`src/rtl/spi_ram_pkg.sv`:
```
// Shared definitions for the SPI-fronted RAM command controller.
// Frame layout, command codes and FSM state encoding.
// Imported by the controller top and its RAM.
package spi_ram_pkg;

  // Received frame: [9:8] command, [7:0] payload
  localparam int FRAME_W   = 10;
  localparam int CMD_MSB   = 9;
  localparam int CMD_LSB   = 8;
  localparam int PAYLOAD_W = CMD_LSB;

  // Command codes carried in the top two frame bits
  localparam logic [1:0] CMD_WR_ADDR = 2'b00;
  localparam logic [1:0] CMD_WR_DATA = 2'b01;
  localparam logic [1:0] CMD_RD_ADDR = 2'b10;
  localparam logic [1:0] CMD_RD_DATA = 2'b11;

  // Controller FSM states
  typedef enum logic [1:0] {
    IDLE    = 2'd0,
    SPI_RD  = 2'd1,
    SPI_TX  = 2'd2,
    HOST_RD = 2'd3
  } state_t;

endpackage

```
`src/rtl/spi_ram_mem.sv`:
```
// Single-port synchronous RAM, one-cycle registered read, no reset.
// Latency: rdata reflects the address presented at the previous rising edge.
// Out-of-range addresses: writes dropped, reads return zero.
module spi_ram_mem
  import spi_ram_pkg::*;
#(
  parameter int ADDR_WIDTH = 8,
  parameter int DATA_WIDTH = 8,
  parameter int MEM_DEPTH  = 256
) (
  input  logic                  clk,
  input  logic                  we,
  input  logic [ADDR_WIDTH-1:0] addr,
  input  logic [DATA_WIDTH-1:0] wdata,
  output logic [DATA_WIDTH-1:0] rdata
);

  // One extra bit so MEM_DEPTH == 2**ADDR_WIDTH is representable
  localparam logic [ADDR_WIDTH:0] DEPTH_LIM = (ADDR_WIDTH + 1)'(MEM_DEPTH);

  logic [DATA_WIDTH-1:0] mem_q [MEM_DEPTH];
  logic [DATA_WIDTH-1:0] rdata_q;
  logic                  in_range;

  // Address range check shared by the write and read paths
  always_comb begin
    in_range = ({1'b0, addr} < DEPTH_LIM);
  end

  // Storage write and registered read; read kept inside the clocked block so
  // the array maps onto a synchronous RAM macro
  always_ff @(posedge clk) begin
    if (we && in_range) begin
      mem_q[addr] <= wdata;
    end
    rdata_q <= in_range ? mem_q[addr] : '0;
  end

  assign rdata = rdata_q;

endmodule

```
`src/rtl/spi_ram_ctrl.sv`:
```
// Decodes SPI frames into RAM address/write/read operations and shares the port with a host.
// Latency: SPI read -> tx_valid 2 cycles after accept edge; host write ack +1, host read ack +2.
// SPI has priority; frames arriving while busy are dropped with a cmd_drop strobe.
module spi_ram_ctrl
  import spi_ram_pkg::*;
#(
  parameter int ADDR_WIDTH = 8,
  parameter int DATA_WIDTH = 8,
  parameter int MEM_DEPTH  = 256
) (
  input  logic                  clk,
  input  logic                  reset,
  input  logic [FRAME_W-1:0]    rx_data,
  input  logic                  rx_valid,
  output logic [DATA_WIDTH-1:0] tx_data,
  output logic                  tx_valid,
  input  logic                  host_req,
  input  logic                  host_we,
  input  logic [ADDR_WIDTH-1:0] host_addr,
  input  logic [DATA_WIDTH-1:0] host_wdata,
  output logic [DATA_WIDTH-1:0] host_rdata,
  output logic                  host_ack,
  output logic                  cmd_drop
);

  state_t                state_q, state_d;
  logic                  rx_valid_q, rx_valid_d;
  logic [ADDR_WIDTH-1:0] wr_addr_q, wr_addr_d;
  logic [ADDR_WIDTH-1:0] rd_addr_q, rd_addr_d;
  logic [DATA_WIDTH-1:0] tx_data_q, tx_data_d;
  logic                  tx_valid_q, tx_valid_d;
  logic [DATA_WIDTH-1:0] host_rdata_q, host_rdata_d;
  logic                  host_ack_q, host_ack_d;
  logic                  cmd_drop_q, cmd_drop_d;

  logic                  accept;
  logic [1:0]            cmd;
  logic [PAYLOAD_W-1:0]  payload;
  logic                  mem_we;
  logic [ADDR_WIDTH-1:0] mem_addr;
  logic [DATA_WIDTH-1:0] mem_wdata;
  logic [DATA_WIDTH-1:0] mem_rdata;

  // Frame decode; a frame is taken only on the rising edge of rx_valid
  always_comb begin
    rx_valid_d = rx_valid;
    accept     = rx_valid & ~rx_valid_q;
    cmd        = rx_data[CMD_MSB:CMD_LSB];
    payload    = rx_data[CMD_LSB-1:0];
  end

  // Next-state, RAM port arbitration and output strobes
  always_comb begin
    state_d      = state_q;
    wr_addr_d    = wr_addr_q;
    rd_addr_d    = rd_addr_q;
    tx_data_d    = tx_data_q;
    tx_valid_d   = 1'b0;
    host_rdata_d = host_rdata_q;
    host_ack_d   = 1'b0;
    cmd_drop_d   = 1'b0;
    mem_we       = 1'b0;
    mem_addr     = rd_addr_q;
    mem_wdata    = DATA_WIDTH'(payload);

    case (state_q)
      IDLE: begin
        if (accept) begin
          // SPI frame wins the port; any host request waits
          case (cmd)
            CMD_WR_ADDR: wr_addr_d = ADDR_WIDTH'(payload);
            CMD_WR_DATA: begin
              mem_we    = 1'b1;
              mem_addr  = wr_addr_q;
              mem_wdata = DATA_WIDTH'(payload);
            end
            CMD_RD_ADDR: rd_addr_d = ADDR_WIDTH'(payload);
            default: begin
              mem_addr = rd_addr_q;
              state_d  = SPI_RD;
            end
          endcase
        end else if (host_req && !host_ack_q) begin
          // host_req is still high during its own ack cycle; do not re-grant it
          mem_addr = host_addr;
          if (host_we) begin
            mem_we     = 1'b1;
            mem_wdata  = host_wdata;
            host_ack_d = 1'b1;
          end else begin
            state_d = HOST_RD;
          end
        end
      end
      SPI_RD: begin
        tx_data_d = mem_rdata;
        state_d   = SPI_TX;
      end
      SPI_TX: begin
        tx_valid_d = 1'b1;
        state_d    = IDLE;
      end
      HOST_RD: begin
        host_rdata_d = mem_rdata;
        host_ack_d   = 1'b1;
        state_d      = IDLE;
      end
      default: state_d = IDLE;
    endcase

    // A frame landing while an operation is in flight is discarded
    if (accept && (state_q != IDLE)) begin
      cmd_drop_d = 1'b1;
    end
  end

  // State and registered outputs; reset cancels any pending strobe
  always_ff @(posedge clk or posedge reset) begin
    if (reset) begin
      state_q      <= IDLE;
      rx_valid_q   <= 1'b0;
      wr_addr_q    <= '0;
      rd_addr_q    <= '0;
      tx_data_q    <= '0;
      tx_valid_q   <= 1'b0;
      host_rdata_q <= '0;
      host_ack_q   <= 1'b0;
      cmd_drop_q   <= 1'b0;
    end else begin
      state_q      <= state_d;
      rx_valid_q   <= rx_valid_d;
      wr_addr_q    <= wr_addr_d;
      rd_addr_q    <= rd_addr_d;
      tx_data_q    <= tx_data_d;
      tx_valid_q   <= tx_valid_d;
      host_rdata_q <= host_rdata_d;
      host_ack_q   <= host_ack_d;
      cmd_drop_q   <= cmd_drop_d;
    end
  end

  spi_ram_mem #(
    .ADDR_WIDTH (ADDR_WIDTH),
    .DATA_WIDTH (DATA_WIDTH),
    .MEM_DEPTH  (MEM_DEPTH)
  ) u_mem (
    .clk   (clk),
    .we    (mem_we),
    .addr  (mem_addr),
    .wdata (mem_wdata),
    .rdata (mem_rdata)
  );

  assign tx_data    = tx_data_q;
  assign tx_valid   = tx_valid_q;
  assign host_rdata = host_rdata_q;
  assign host_ack   = host_ack_q;
  assign cmd_drop   = cmd_drop_q;

endmodule

```
`config.mk`:
```
export PLATFORM = sky130hd
export DESIGN_NAME = spi_ram_ctrl
export DESIGN_NICKNAME = d
export VERILOG_FILES = /design/src/rtl/spi_ram_pkg.sv /design/src/rtl/spi_ram_mem.sv /design/src/rtl/spi_ram_ctrl.sv
export SDC_FILE = /design/constraint.sdc
export NUM_CORES = 2
export LEC_CHECK = 0
export BUFFER_PORTS_ARGS = -buffer_cell sky130_fd_sc_hd__buf_4
export CORE_MARGIN = 5
export CORE_UTILIZATION = 35
export DETAILED_ROUTE_END_ITERATION = 8
export PLACE_DENSITY = 0.55
export SYNTH_ARGS = -nofsm -noshare
export SYNTH_HDL_FRONTEND = slang
export SYNTH_SLANG_ARGS = --single-unit
```
`constraint.sdc`:
```
create_clock -name clk -period 4.1 [get_ports clk]
set_input_delay 0.82 -clock clk [delete_from_list [all_inputs] [get_ports clk]]
set_output_delay 0.82 -clock clk [all_outputs]
set_load 0.05 [all_outputs]
```
### Yosys cells after proc, flatten, opt, wreduce, memory -nomap -nowiden

Memory sizes are Yosys's and may differ from the RTL's. A register that Yosys moved wholly into a read port is not among the register bits.
Index checks and enable logic that the tools add are counted.

* bits in latches: 0
* memories: 1
* memory bits (read-only): 0
* bits in writable memories: 2048
* register bits: 38
* word-level logic and storage cells: 55
* output and inout port bits: 19

Memories
* u_mem.mem_q: depth 256, bits a word 8, read ports 1, clocked after Yosys merged registers in 1, write ports 1, line spi_ram_mem.sv:21 `logic [DATA_WIDTH-1:0] mem_q [MEM_DEPTH];`

* reduce and logical (&&, ||, !) cells: 11
* shift-type cells: 0
* add/sub/neg operators: 0
* bitwise logic cells: 2
* $lt $le $gt $ge: 0
* muxes and demuxes: 24
* eq/ne operators: 8
* multipliers: 0
* div/mod/pow operators: 0

Operator list (count)
* $mux W8: 8
* $mux W1: 10
* $ne A3 B3 Y1 const B: 3
* $reduce_and A3 Y1: 3
* $mux W2: 4
* $eq A2 B2 Y1 const B: 3
* $pmux W2 S3: 1
* $eq A2 B1 Y1 const B: 2
* $logic_not A2 Y1: 2
* $reduce_or A3 Y1: 1
* $logic_and A1 B1 Y1: 2
* $pmux W1 S2: 1
* $reduce_bool A2 Y1: 1
* $reduce_or A2 Y1: 1
* $and A1 B1 Y1: 1
* $logic_not A1 Y1: 1
* $not A1 Y1: 1

### Longest topological paths before layout

* depth after elaboration: 7
* gate-level depth with buffers: 17

### By module

From an unflattened synthesis, not the netlist that was laid out.

* cell total of the unflattened synthesis: 3697
* area, all modules: 80392.1 µm²

Modules (own cells, without submodules)
* spi_ram_mem: cells each 3547, area each 78492.8 µm², times used 1
* spi_ram_ctrl: cells each 150, area each 1899.3 µm², times used 1

### Worst setup path before layout

No wires, ideal clock.

* kind: input to register
* start: in rx_valid
* end: mem u_mem.mem_q[0][0] (data pin)
* arrival time: 3.853 ns
* slack: -0.309 ns
* stages: 6
* path through: nand2b_1 -> buf_2 -> buf_2 -> buf_1 -> nand4_1 -> mux2_2

* word-level cells in the longest chain between the ends: 3

Ends and longest elaborated chain
* from (decl): line spi_ram_ctrl.sv:14 `input logic rx_valid,`
* $and A1 B1 Y1: line spi_ram_ctrl.sv:47 `accept = rx_valid & ~rx_valid_q;`
* $mux W8: line spi_ram_ctrl.sv:68 `if (accept) begin`
* $mux W8: line spi_ram_ctrl.sv:66 `case (state_q)`
* named net mem_wdata[0]: line spi_ram_ctrl.sv:41 `logic [DATA_WIDTH-1:0] mem_wdata;`
* to (decl): line spi_ram_mem.sv:21

The timed path passes the listed nets, and every way through them passes these cells.

### Worst setup path in the final report

* start: reg state_q[0]
* end: reg u_mem.rdata_q[4] (netlist: u_mem.rdata[4]) (read register of u_mem.mem_q)

* word-level cells in the longest chain between the ends: 2

Ends and longest elaborated chain
* from (decl): line spi_ram_ctrl.sv:26 `state_t state_q, state_d;`
* from (signal assigned): line spi_ram_ctrl.sv:130 `state_q <= state_d;`
* $logic_not A2 Y1: line spi_ram_ctrl.sv:66
* $mux W8: line spi_ram_ctrl.sv:66
* to (decl): line spi_ram_mem.sv:22 `logic [DATA_WIDTH-1:0] rdata_q;`

No other way between the ends.
A chain may end at the register's enable or synchronous reset.

==> impl_metrics.ini <==
[synth]
netlist_area_mm2 = 0.08450
synth_flop_cell = edfxtp_1
ys_ff_latch = 2094
syn-num-nets = 6008
yosysSeqAreaShare_pct = 74.09
synth_edf_count = 2048
async_reset_ff_share_pct = 1.815
synthCells = 5972
ys_types = 70
synth_warnings = 0
avgSynthCellArea_um2 = 14.15

[outcome]
status = finished, violations left
violations = negative setup slack

[die]
die_area_mm2 = 0.2514
core_mm2 = 0.2405
die_h_um = 501.4
rows = 180
die_w_um = 501.4
ios = 50
start_util_pct = 35.13

[global_routing]
grtUsageTotal_pct = 20.71
overflow = 0
grt_pass1_wl_um = 383000
grt_pass1_vias = 53380
grt_antenna_before_repair = 9
grt_max_degree = 127

[route]
vias = 55320
avgRoutedWirePerCell_um = 26.82
dr.pass1.iters = 6
dr.first_iter.drc_count = 6430
detail-route-antenna-nets = 0
drt-total-wl_um = 268500
vias_per_cell = 5.525
drc = 0

[setup_path]
worstPathMaxFanout = 24
end_kind = register
timing.rr.start = state_q[0]
r2r_cells = 15
critPathRequiredTime_ns = 4.77
worst-setup-path-type = reg -> reg
rrSetupSlack_ns = -0.02
arrival_ns = 4.79
critPathLaunchType = register
reg2reg_to = u_mem.rdata[4]

[sta]
clock_skew_ns = 0.03508
drv_slew = 0
finalWorstSetupSlack_ns = -0.01931
fin_crit_sh_pct = 100.5
hold_violations = 0
slew_headroom_pct = 26.53
period_needed_ns = 4.119
rsz0062_at_grt = yes
max_freq_ghz = 0.2428
worstMarginPinSlew_ns = 1.098
setup_viol = 2

[layout]
fillers = 21820
final_net_count = 6687
area_delta_synth_final_pct = 20.48
final_cell_area_mm2 = 0.1018
mostFrequentLayoutCells = 2,048 x edfxtp_1, 1,199 x nand2_1, 770 x buf_4, 515 x nand3_1, 355 x mux2i_1
layout_commonest_cell = edfxtp_1
drive_above_1_share_pct = 19.66

[clock_tree]
cts_buffer_depth = 3
clk_latency_ns = 0.86
cts.reportedPaths.clkPinSlew_ns = 0.06
cts_sinks = 2094
cts_buffers = 210
cts-root-buf = clkbuf_16
postCtsHoldBufs = 0
ctsHtreeMaxLevel = 4
tritoncts = done

[placement]
place.gp.congestion = 0.8819
portBuffers = 49
place_area_mm2 = 0.09461
place_hpwl_um = 174800

[pwr]
powerDensity_mw_per_mm2 = 769.0
power_leakage_nw = 34.87
irDropWorstVdd_mv = 0.4589
total_power_w = 0.07829

[job]
maxCapViolCount = 0

[hold_path]
hp-class = in -> reg
holdPathStages = 1
hold_path_end = rx_valid_q
min_from = rx_valid
[cells in the mapped netlist (55+ instances only)]
cell	instances	share of area [%]
edfxtp_1	2048	73
nand2_1	1210	5.4
nand3_1	516	3.1
mux2i_1	358	4.2
nor2_1	322	1.4
buf_2	181	1.1
a21oi_1	174	1.0
clkbuf_1	155	0.69
a211oi_1	145	1.3
a221oi_1	104	1.1
nand4_1	65	0.48
and4_1	60	0.62
mux2_2	55	0.73
[worst max path at each step]
stage / slack, ns / start / to / depth (start not counted)
after floorplan: -0.31 / rx_valid / u_mem.mem_q[0][0] / 6
after global placement: -1.23 / rx_data[9] / u_mem.rdata[5] / 17
after detailed placement: -1.26 / rx_data[9] / u_mem.rdata[5] / 17
after CTS: -0.01 / state_q[0] / u_mem.rdata[5] / 14
after global routing: -0.04 / state_q[0] / u_mem.rdata[4] / 15
final: -0.02 / state_q[0] / u_mem.rdata[4] / 15
[per-stage QoR]
step | hold slack, ns | setup WS, ns | cells | utilization (%) | setup TNS (ns)
6_report | 0.1280 | -0.01931 | 10010 | 42.33 | -0.02209
5_1_grt | 0.1024 | -0.03751 | 10010 | 42.32 | -0.03751
4_1_cts | 0.05681 | -0.01293 | 10000 | 42.15 | -0.01293
3_5_place_dp | 0.4983 | -1.262 | 9609 | 39.34 | -113.41
3_3_place_gp | 0.4857 | -1.226 | 9609 | 39.34 | -107.06
2_1_floorplan | 0.4568 | -0.3086 | 5972 | - | -632.10
[sequential cells by signal, summed over array words and instances, names as in the netlist]
signal and cells:
u_mem.mem_q 2048, host_rdata 8, rd_addr_q 8, tx_data 8, u_mem.rdata 8, wr_addr_q 8
state_q 2, cmd_drop 1, host_ack 1, rx_valid_q 1, tx_valid 1
[worst max-delay path, stage by stage (launching register included)]
cell and delay, ns:
dfrtp_1 0.39, inv_2 0.08, ha_4 0.15, buf_4 0.21
nor2_1 0.11, a41oi_4 0.40, nand3_4 0.21, buf_4 0.22
buf_4 0.23, nor3_2 0.50, buf_4 0.30, a32o_1 0.23
a221o_1 0.13, a21oi_1 0.08, a21oi_2 0.42, o2111ai_1 0.23
[logic make-up (layout without fill, tap and decap cells)]
| logic type | after synthesis | count (layout) | synth area share, % |
|---|---|---|---|
| mux | 413 | 413 | 4.973 |
| simple gates | 2262 | 2262 | 11.65 |
| other cells | 0 | 1 | 0 |
| flops | 2094 | 2094 | 74.09 |
| compound gates | 767 | 767 | 6.725 |
| fa+ha+maj | 5 | 5 | 0.07403 |
| buf+inv | 431 | 1285 | 2.485 |
[timing repair]
item / in CTS / in global routing
pin swaps: 4 / 16
resized for setup: 33 / 61
cloned: 1 / 4
buffers inserted: 4 / 6
endpoints found under the hold margin: 0 / 0
endpoints found under the setup margin: 16 / 336
[routing by layer]
metal  routed length, um  GRT usage, %  vias to the layer above
met2              123100         32.62                     2515
met1              113500         29.14                    28140
met5                  44             0                        -
li1                    -             -                    24190
met4                9794         6.985                        8
met3               22030         3.542                      470
[cell type report]
class                           count  area (um2)  area share, %
Antenna cell                        1       2.502       0.002458
Clock inverter                    120       927.1         0.9107
Timing Repair Buffer              891        8233          8.087
Inverter                            7       26.28        0.02581
Tap cell                         3185        3985          3.914
Sequential cell                  2094       62610          61.50
Multi-Input combinational cell   3447       20440          20.08
Clock buffer                      267        5584          5.485
[power by group]
group	internal (W)	total [W]	leakage [nW]	switching (W)
sequential	0.0243	0.0246	18.9	0.000280
clock	0.0103	0.0184	3.17	0.00813
combinational	0.0126	0.0353	12.8	0.0227
total	0.0472	0.0783	34.9	0.0311
Note: power is estimated with default switching activity, not from simulation.
